### src/rtl/menu_overlay.sv
// Menu compositor: scaled ROM image window plus a frame-synchronous arrow cursor.
// It also contains a browse/locked selection FSM driven by edge-detected buttons.
module menu_overlay #(
   parameter int         H_LEFT      = 184,
   parameter int         V_TOP       = 29,
   parameter int         IMG_W       = 200,
   parameter int         IMG_H       = 150,
   parameter int         SCALE_SHIFT = 2,
   parameter int         N_ITEMS     = 3,
   parameter int         ARROW_X     = 300,
   parameter int         ITEM_Y0     = 150,
   parameter int         ITEM_PITCH  = 160,
   parameter int         ARROW_LEN   = 16,
   parameter logic [11:0] ARROW_RGB  = 12'h000,
   parameter int         ROM_LAT     = 1,
   parameter int         ADDR_W      = 15
) (
   input  logic                         clk,
   input  logic                         rst,
   input  logic [10:0]                  x,
   input  logic [9:0]                   y,
   input  logic                         up,
   input  logic                         down,
   input  logic                         enter,
   input  logic                         back,
   input  logic                         arrow_en,
   input  logic [11:0]                  rom_data,
   output logic [ADDR_W-1:0]            rom_addr,
   output logic [11:0]                  prgb,
   output logic [$clog2(N_ITEMS)-1:0]   sel_idx,
   output logic                         sel_valid,
   output logic                         locked
);

   localparam int IDX_W = $clog2(N_ITEMS);
   localparam logic [10:0]      X_LO    = 11'(H_LEFT);
   localparam logic [10:0]      X_HI    = 11'(H_LEFT + (IMG_W << SCALE_SHIFT));
   localparam logic [9:0]       Y_LO    = 10'(V_TOP);
   localparam logic [9:0]       Y_HI    = 10'(V_TOP + (IMG_H << SCALE_SHIFT));
   localparam logic [10:0]      AX      = 11'(ARROW_X);
   localparam logic [10:0]      AX_END  = 11'(ARROW_X + ARROW_LEN);
   localparam logic [IDX_W-1:0] LAST    = IDX_W'(N_ITEMS - 1);

   typedef enum logic {BROWSE, LOCKED} state_t;

   state_t            state_q, state_d;
   logic [IDX_W-1:0]  cursor, cursor_d, cursor_disp;
   logic              sel_fire;
   logic              up_q, down_q, enter_q, back_q;
   logic              up_r, down_r, enter_r, back_r;

   assign up_r    = up    & ~up_q;
   assign down_r  = down  & ~down_q;
   assign enter_r = enter & ~enter_q;
   assign back_r  = back  & ~back_q;
   assign locked  = (state_q == LOCKED);

   // NOTE: every always_comb output gets a default first so no path leaves it unassigned (no latch).
   always_comb begin
      state_d  = state_q;
      cursor_d = cursor;
      sel_fire = 1'b0;
      case (state_q)
         BROWSE: begin
            if (enter_r) begin
               sel_fire = 1'b1;
               state_d  = LOCKED;
            end else if (up_r && !down_r) begin
               cursor_d = (cursor == '0) ? LAST : cursor - 1'b1;
            end else if (down_r && !up_r) begin
               cursor_d = (cursor == LAST) ? '0 : cursor + 1'b1;
            end
         end
         LOCKED: begin
            if (back_r) state_d = BROWSE;
         end
         default: state_d = BROWSE;
      endcase
   end

   // NOTE: sequential state uses non-blocking assignments so every register samples pre-edge values.
   always_ff @(posedge clk or posedge rst) begin
      if (rst) begin
         state_q     <= BROWSE;
         cursor      <= '0;
         cursor_disp <= '0;
         sel_idx     <= '0;
         sel_valid   <= 1'b0;
         up_q        <= 1'b0;
         down_q      <= 1'b0;
         enter_q     <= 1'b0;
         back_q      <= 1'b0;
      end else begin
         state_q   <= state_d;
         cursor    <= cursor_d;
         sel_valid <= sel_fire;
         if (sel_fire) sel_idx <= cursor;
         up_q      <= up;
         down_q    <= down;
         enter_q   <= enter;
         back_q    <= back;
         // Cursor moves only at frame start so a frame never shows two arrows.
         if (x == '0 && y == '0) cursor_disp <= cursor;
      end
   end

   logic [9:0]        ay;
   logic              arrow_hit, win;
   logic [10:0]       dx;
   logic [9:0]        dy;
   logic [ADDR_W-1:0] addr_d;

   assign ay     = 10'(ITEM_Y0 + int'(cursor_disp) * ITEM_PITCH);
   assign win    = (x >= X_LO) && (x < X_HI) && (y >= Y_LO) && (y < Y_HI);
   assign dx     = x - X_LO;
   assign dy     = y - Y_LO;
   assign addr_d = ADDR_W'(dy >> SCALE_SHIFT) * ADDR_W'(IMG_W) + ADDR_W'(dx >> SCALE_SHIFT);

   // Shaft along row ay plus a 4-pixel arrowhead opening to the right of the tip.
   always_comb begin
      arrow_hit = (y == ay) && (x >= AX) && (x <= AX_END);
      for (int k = 1; k <= 4; k++) begin
         if (x == AX + 11'(k) && (y == ay + 10'(k) || y == ay - 10'(k))) arrow_hit = 1'b1;
      end
   end

   logic [ROM_LAT:0] win_pipe, arrow_pipe;

   always_ff @(posedge clk or posedge rst) begin
      if (rst) begin
         rom_addr   <= '0;
         win_pipe   <= '0;
         arrow_pipe <= '0;
         prgb       <= '0;
      end else begin
         rom_addr   <= win ? addr_d : '0;
         win_pipe   <= {win_pipe[ROM_LAT-1:0], win};
         arrow_pipe <= {arrow_pipe[ROM_LAT-1:0], arrow_hit};
         if (!win_pipe[ROM_LAT])
            prgb <= '0;
         else if (arrow_pipe[ROM_LAT] && arrow_en && !locked)
            prgb <= ARROW_RGB;
         else
            prgb <= rom_data;
      end
   end

endmodule

### config.mk
export PLATFORM = sky130hd
export DESIGN_NAME = menu_overlay
export DESIGN_NICKNAME = d
export VERILOG_FILES = /design/src/rtl/menu_overlay.sv
export SDC_FILE = /design/constraint.sdc
export NUM_CORES = 1
export LEC_CHECK = 0
export CORE_ASPECT_RATIO = 1.1
export CORE_MARGIN = 5
export CORE_UTILIZATION = 55
export CTS_CLUSTER_DIAMETER = 150
export CTS_CLUSTER_SIZE = 40
export DETAILED_ROUTE_END_ITERATION = 6
export DONT_BUFFER_PORTS = 1
export PLACE_DENSITY = 0.7
export SYNTH_ARGS = -nofsm -noshare
export SYNTH_HDL_FRONTEND = slang
export SYNTH_SLANG_ARGS = --single-unit
export TNS_END_PERCENT = 1
### constraint.sdc
create_clock -name clk -period 1.7 [get_ports clk]
set_clock_uncertainty 0.2 [all_clocks]
set_input_delay 0.255 -clock clk [delete_from_list [all_inputs] [get_ports clk]]
set_output_delay 0.255 -clock clk [all_outputs]
set_load 0.02 [all_outputs]
# --- Word level (Yosys, flattened, before mapping) ---
# Cells that the tools add are included.
word_totals:
  register_bits: 43
  in_bits: 40
  output_inout_bits: 31
  word_cells: 100
classes:
  n_addsub: 14
  mul: 2
  order_cmp: 6
  eq_ne: 14
  mux: 15
  bitwise_logic: 10
  reduce_logical: 26
ops:
  columns: ["operator", "count"]
  rows:
  - ["$eq 10x10->1", 9]
  - ["$eq 11x9->1 const B", 4]
  - ["$mux 12", 2]
  - ["$add 10x2->10 const B", 2]
  - ["$sub 10x2->10 const B", 2]
  - ["$add 15x9->15", 1]
  - ["$mux 15", 1]
  - ["$logic_and 1x1->1", 14]
  - ["$mul 8x5->12 const B", 1]
  - ["$ge 11x8->1 const B", 1]
  - ["$ge 11x9->1 const B", 1]
  - ["$le 11x9->1 const B", 1]
  - ["$logic_not 11->1", 1]
  - ["$lt 11x10->1 const B", 1]
  - ["$sub 11x8->11 const B", 1]
  - ["$add 10x1->10 const B", 1]
  - ["$add 10x3->10 const B", 1]
  - ["$add 8x10->10 const A", 1]
  - ["$ge 10x5->1 const B", 1]
  - ["$logic_not 10->1", 1]
  - ["$lt 10x10->1 const B", 1]
  - ["$sub 10x1->10 const B", 1]
  - ["$sub 10x3->10 const B", 1]
  - ["$sub 10x5->10 const B", 1]
  - ["other kinds (14)", 36]

# --- Longest topological paths before layout ---
# Gate-level depths: netlist of the first run.
depth:
  ltp_word: 10
  mapped_depth: 16
  mapped_depth_nobuf: 15

# --- Worst setup path after synthesis of the first run ---
# OpenSTA, ideal clock, no wires.
synth_path:
  path_kind: "input-to-reg"
  startpoint: "in y[0]"
  endpoint: "reg rom_addr[14]"
  setup_time_ps: 66
  arrival_ps: 3738
  t_required_ps: 1434
  setup_slack_ps: -2303
  path_stages: 14
  path_buffers: 1
  path_cell_list: "buf_6 -> o21a_4 -> xnor2_1 -> inv_1 -> ha_1 -> ha_1 -> ha_1 -> fa_1 -> ha_1 -> o211ai_1 -> a311oi_4 -> nor3_1 -> or4_1 -> nand2_1"
synth_between:
  elab_chain_cells: 4
  word_cells_on_any_way: 8
  cone_classes: "add/sub: 2; mul: 1; order compare: 2; mux: 1; reduce/logical: 2"
synth_rtl:
  columns: ["element", "line_no", "text"]
  rows:
  - ["start: declaration", "21", "input logic [9:0] y,"]
  - ["$sub 10x5->10 or $ge 10x5->1 (tied branches)", "116, 114", null]
  - ["$mul 8x5->12 or $logic_and 1x1->1 (tied branches)", "117, 114", null]
  - ["$add 15x9->15 or $logic_and 1x1->1 (tied branches)", "117, 114", null]
  - ["$mux 15 *", "136", "rom_addr <= win ? addr_d : '0;"]
  - ["end signal: assignment", "136", null]
  - ["end: declaration", "28", "output logic [ADDR_W-1:0] rom_addr,"]
# Every way passes the cells marked *; elsewhere a longest branch is shown, timed or not.
# A chain may end at the register's enable or synchronous reset.

# --- Worst setup path in the final report of the first run ---
layout_path:
  startpoint: "in y[1]"
  endpoint: "reg rom_addr[14]"
# Same word-level chain as after synthesis.

==> run_results.csv, run 1 <==
group,metric,value,unit
placement,port_buffers,0,
sta,final_min_period_over_clock_period,205,%
detailed_routing,post_drt_wl_per_cell,16.3,um
yosys,synth_ff_type,"dfrtp_1",
clock_network,clk_latency,0.29,ns
detailed_routing,first_pass_iters,4,
sta,slew_headroom,62.6,%
clock_network,path_clk_slew,0.07,ns
sta,worst_pin_slew,0.557,ns
yosys,yosysMostFrequentCell,"dfrtp_1",
worst_setup_path,crit_chain,"o2111a_2, nor3_1, xnor2_1, ha_1, inv_1, ha_1, ha_4, ha_4, inv_1, or3_1, mux2i_2, o2111ai_2, or4_1, nand2_1",
power_and_ir_drop,power_density,1140,nW/um2
clock_network,clockBufferDepth,2,
global_routing,antenna_found_initial,0,
worst_setup_path,r2r_cells,4,
die,fp-row-count,29,
placement,detailed_place_hpwl,5870,um
global_routing,grt_use_met2,40.3,%
detailed_routing,viasPerCell,5.47,
global_routing,grt_max_degree,22,
worst_setup_path,worstSetupPathType,"in -> reg",
detailed_routing,drt_iter0_drc,70,
global_routing,first_global_vias,2723,
worst_setup_path,cp-end-kind,"register",
yosys,synthCells,334,
clock_network,cts_root_buffer,"clkbuf_8",
global_routing,grt_pass1_wl,12500,um
placement,gp_congestion,0.825,
run_status,violations,"setup timing",
yosys,synth-warning-count,0,
placement,dpl_cell_area,3790,um2
yosys,yosysTopAreaCell,"dfrtp_1",
die,core,5660,um2
die,die_x,82.2,um
final_layout,final_area,4440,um2
global_routing,grt_use_total,21.9,%
clock_network,cts_tree,"yes",
final_layout,n_antenna_cell,0,
power_and_ir_drop,power.leakage,1.98,nW
worst_setup_path,worstPathMaxFanout,8,
power_and_ir_drop,finalPower,5.04,mW
sta,slew_viol_final,0,
die,dieArea,7340,um2
final_layout,layout.core_utilization,78.4,%
die,die_y,89.4,um
detailed_routing,drc,0,
clock_network,cts.sinks,43,
sta,rsz0062_at_grt,"true",
detailed_routing,finalWirelength,8060,um
detailed_routing,route.vias.total,2704,
final_layout,drive_gt1_share,31.4,%
worst_setup_path,cp_slowest_cell,"or4_1",
worst_setup_path,max_stage_delay,0.48,ns
yosys,syn_area_per_cell,9.43,um2
die,ios,71,
worst_setup_path,critPathRequiredTime,1.73,ns
min_path,hold_depth,3,
yosys,synth_top_area_share,34.2,%
sta,period_needed,3.48,ns
global_routing,gr-usage-met3,3.13,%
yosys,synth_seq_cells,43,
yosys,async_reset_ff_share,100,%
yosys,synth.net_count,416,
sta,fin_ws,-1.78,ns
yosys,synth.cell_area,3150,um2
sta,max_freq,0.288,GHz
min_path,hold_class,"in -> reg",
yosys,synthTopCellsByCount,"dfrtp_1, ha_1, nor2_1",
global_routing,met1_usage,26.3,%
final_layout,fin_nets,498,
flow_run,maxCapViolations,0,
clock_network,numCtsBuffers,5,
clock_network,cts.htree.levels,2,
worst_setup_path,crit_path_start_kind,"input port",
power_and_ir_drop,ir_drop,0.000787,V
worst_setup_path,critPathArrivalTime,3.51,ns
yosys,yosysUniqueCellTypes,51,
run_status,status,"finished with violations",
sta,final-setup-viol-count,14,
yosys,yosysSeqAreaShare,34.2,%
die,initial_core_util,55.7,%
placement,pre_cts_ws,-2.16,ns
detailed_routing,ant_nets,0,
global_routing,grt-ovfl-total,0,
yosys,ys_top_cells_by_area,"dfrtp_1, ha_1, xnor2_1, xor2_1, nor2_1",
sta,hold_viol,0,
global_routing,top_usage_layer,"met2",
yosys,synth_edf_count,0,
final_layout,syn_to_final_growth,40.8,%
sta,finalSetupTns,-12.14,ns
-- registers in the layout (all words and copies together) (netlist names), 2 cells and up --
signal       flops
arrow_pipe       2
cursor           2
cursor_disp      2
prgb            12
rom_addr        15
sel_idx          2
win_pipe         2
-- placed cells by master, fill, tap and decap left out, drive strengths merged, types with 9 or more instances in the layout --
master	count
a21oi	14
and2	16
buf	60
dfrtp	43
dlygate4sd3	24
ha	39
inv	23
nand2	16
nand3	9
nor2	27
nor3	14
o21ai	19
xnor2	19
xor2	12
-- final timing paths --
| kind | endpoint | slack (ns) | start |
|---|---|---|---|
| min in group asynchronous | prgb[4] | 0.19 | rst |
| max in group asynchronous | up_q | 0.63 | rst |
| max | rom_addr[14] | -1.78 | y[1] |
| max reg2reg | arrow_pipe[0] | 0.12 | cursor_disp[0] |
| min | rom_addr[2] | 0.01 | x[4] |
| min reg2reg | win_pipe[1] | 0.15 | win_pipe[0] |
-- routing by layer --
layer	vias up	part of all wire, %	routed length, um
met2	68	52	4200
met5	-	0	0
met1	1303	41	3270
met3	10	6.0	485
met4	0	1.4	109
li1	1323	-	-
-- critical path, delay by kind of cell --
| kind | cells | cell delay, ns |
|---|---|---|
| AOI/OAI and AO/OA | 2 | 0.47 |
| adders and majority gates | 4 | 1.11 |
| muxes | 1 | 0.20 |
| xor gates and xnor gates | 1 | 0.16 |
| buffers and inverters | 2 | 0.10 |
| and+or+nand+nor | 4 | 1.20 |
-- area by class of cell --
class	instances	area, um2
Clock buffer	6	72.6
Clock inverter	2	12.5
Fill cell	359	1220
Inverter	24	90.1
Multi-Input combinational cell	258	2380
Sequential cell	43	1080
Tap cell	77	96.3
Timing Repair Buffer	84	711
-- repair_timing --
| action | CTS | global route |
|---|---|---|
| hold buffers | 24 | 0 |
| setup endpoints to repair | 12 | 16 |
| setup buffers | 4 | 0 |
| gates resized for setup | 32 | 18 |
| pin swaps | 14 | 14 |
| endpoints found under the hold margin | 65 | 0 |
-- where the power goes --
part           switching, mW  internal [mW]  total (mW)
combinational           1.41           1.60        3.01
clock                  0.325          0.287       0.612
sequential             0.244           1.17        1.42
-- logic make-up (layout without fill, tap and decap cells) --
logic type	Yosys count	count (layout)	synth area share, %
flops	43	43	34.2
simple gates	112	112	18.4
fa+ha+maj	43	43	17.7
compound gates	64	64	13.9
xor+xnor	31	31	8.62
mux	8	8	2.86
buf+inv	33	116	4.33
-- stage by stage --
stage,hold WS (ns),cells
after floorplan,0.0864,334
after global placement,-0.0628,458
after detailed placement,-0.0556,458
after CTS,0.00851,494
after global routing,0.0210,494
final,0.0146,494
(Power assumes the default switching activity.)
==> run 2, diff against run 1 <==
PLACE_DENSITY = 0.76   (was 0.7)
SETUP_SLACK_MARGIN = 0.4   (was not set)
==> run 2 against run 1 <==
Net effect: largest cell class unchanged; setup slack better by 0.067 ns; power up 4.2%; global-route usage up 1.0 points; the flow finishes with violations (hold timing, setup timing); critical endpoint unchanged; sequential power about the same; routed wire length up 6.3%; flip-flop and latch count unchanged; highest routed layer unchanged.
==> run_results.csv, run 2 (synthesized netlist as in run 1, its figures left out) <==
group,metric,value,unit
worst_setup_path,critPathArrivalTime,3.44,ns
clock_network,clk_latency,0.30,ns
sta,period_needed,3.41,ns
final_layout,n_antenna_cell,0,
worst_setup_path,worstPathMaxFanout,8,
sta,rsz0062_at_grt,"true",
die,initial_core_util,55.7,%
sta,final_min_period_over_clock_period,201,%
run_status,status,"finished with violations",
final_layout,layout_common_cells,"buf_4, dfrtp_1, nor2_1",
clock_network,cts.htree.levels,2,
detailed_routing,post_drt_wl_per_cell,17.4,um
worst_setup_path,crit_path_start_kind,"input port",
detailed_routing,ant_nets,0,
placement,gp_congestion,0.842,
sta,slew_viol_final,0,
die,ios,71,
die,die_y,89.4,um
placement,dpl_cell_area,3750,um2
final_layout,fin_nets,495,
detailed_routing,drc,0,
clock_network,numCtsBuffers,5,
power_and_ir_drop,power.leakage,2.02,nW
sta,fin_ws,-1.71,ns
final_layout,drive_gt1_share,40.8,%
run_status,violations,"hold timing, setup timing",
power_and_ir_drop,power_density,1140,nW/um2
sta,worst_pin_slew,0.508,ns
placement,detailed_place_hpwl,5960,um
die,die_x,82.2,um
worst_setup_path,cp-end-kind,"register",
min_path,hold_class,"in -> reg",
clock_network,cts_hold_buf,20,
flow_run,maxCapViolations,0,
detailed_routing,drt_iter0_drc,80,
detailed_routing,finalWirelength,8560,um
placement,port_buffers,0,
global_routing,grt-ovfl-total,0,
detailed_routing,viasPerCell,5.49,
final_layout,final_common_cell,"buf_4",
final_layout,final_area,4600,um2
global_routing,antenna_found_initial,0,
sta,hold_viol,1,
die,core,5660,um2
clock_network,cts.sinks,43,
sta,final-setup-viol-count,12,
global_routing,grt_use_total,22.9,%
power_and_ir_drop,ir_drop,0.000883,V
clock_network,path_clk_slew,0.08,ns
final_layout,largest_reg_flops,15,
die,dieArea,7340,um2
sta,slew_headroom,66.1,%
worst_setup_path,critPathRequiredTime,1.73,ns
clock_network,cts_tree,"yes",
die,fp-row-count,29,
final_layout,top_regs,"rom_addr x15, prgb x12",
power_and_ir_drop,finalPower,5.25,mW
clock_network,cts_root_buffer,"clkbuf_8",
final_layout,regMostFlops,"rom_addr",
global_routing,first_global_vias,2770,
sta,max_freq,0.293,GHz
global_routing,grt_pass1_wl,13000,um
detailed_routing,first_pass_iters,5,
worst_setup_path,worstSetupPathType,"in -> reg",
detailed_routing,route.vias.total,2695,
clock_network,clockBufferDepth,2,
global_routing,grt_max_degree,44,
final_layout,syn_to_final_growth,46.0,%
sta,hold_slack,-0.00617,ns
-- run 2: cell types whose count changed in the layout (fill, tap and decap cells not counted), sizes merged --
cell          delta
buf              +1
clkinv           +1
dlygate4sd3      -5
dlymetal6s4s     +1
clkbuf           -1
-- run 2: final cells by class --
class / count / area [um2]
Fill cell: 335 / 1060
Sequential cell: 43 / 1080
Multi-Input combinational cell: 258 / 2570
Inverter: 24 / 92.6
Clock inverter: 3 / 25.0
Timing Repair Buffer: 81 / 668
Clock buffer: 5 / 68.8
Tap cell: 77 / 96.3
-- run 2: worst paths after layout --
kind | startpoint | endpoint | slack, ns | cells after the start
worst min-delay path | y[0] | arrow_pipe[0] | -0.006 | 3
worst max register to register | cursor_disp[1] | arrow_pipe[0] | 0.08 | 4
max in group asynchronous | rst | cursor[0] | 0.59 | 3
worst max-delay path | y[1] | rom_addr[14] | -1.71 | 16
worst min register to register | arrow_pipe[0] | arrow_pipe[1] | 0.16 | 0
min in group asynchronous | rst | prgb[8] | 0.33 | 3
-- run 2: power by group --
part	total, mW	switching (mW)	internal, mW
clock network	0.657	0.364	0.293
logic	3.16	1.47	1.69
registers	1.43	0.257	1.17
total	5.25	2.09	3.15
-- run 2: critical path, cell delays in order --
cell and delay (ns):
o2111a_2 0.34, nor3_4 0.15, nand2b_4 0.16, ha_4 0.20, ha_4 0.26, inv_2 0.04, fa_1 0.48, inv_2 0.05
ha_4 0.27, buf_4 0.14, o21ai_2 0.08, o21ai_1 0.11, a22oi_2 0.24, o2111ai_1 0.16, or4_1 0.43, nand2_1 0.08
-- run 2: per-layer routing --
metal / global-route usage, % / up-vias / wire, um
li1: - / 1322 / -
met1: 27.5 / 1283 / 3400
met2: 42.0 / 76 / 4590
met3: 2.52 / 14 / 388
met4: 8.31 / 0 / 183
met5: 0 / - / 0
-- run 2: repair_timing --
item / 4_1_cts / 5_1_grt
endpoints found under the hold margin: 65 / 1
setup endpoints to repair: 36 / 37
pin swaps: 35 / 40
buffers inserted: 3 / 5
resized for setup: 63 / 40
-- run 2: stage by stage --
stage               std cells  hold slack [ns]  setup slack, ns  utilization (%)  TNS (ns)
global placement          455           0.0855            -2.09             66.3    -16.88
floorplan                 334           0.0864            -2.09                -    -14.88
finish                    491         -0.00617            -1.71             81.3    -11.34
detailed placement        455           0.0866            -2.17             66.3    -17.54
global route              491         -0.00537            -1.80             81.3    -12.54
CTS                       486          -0.0295            -1.71             77.5    -11.22
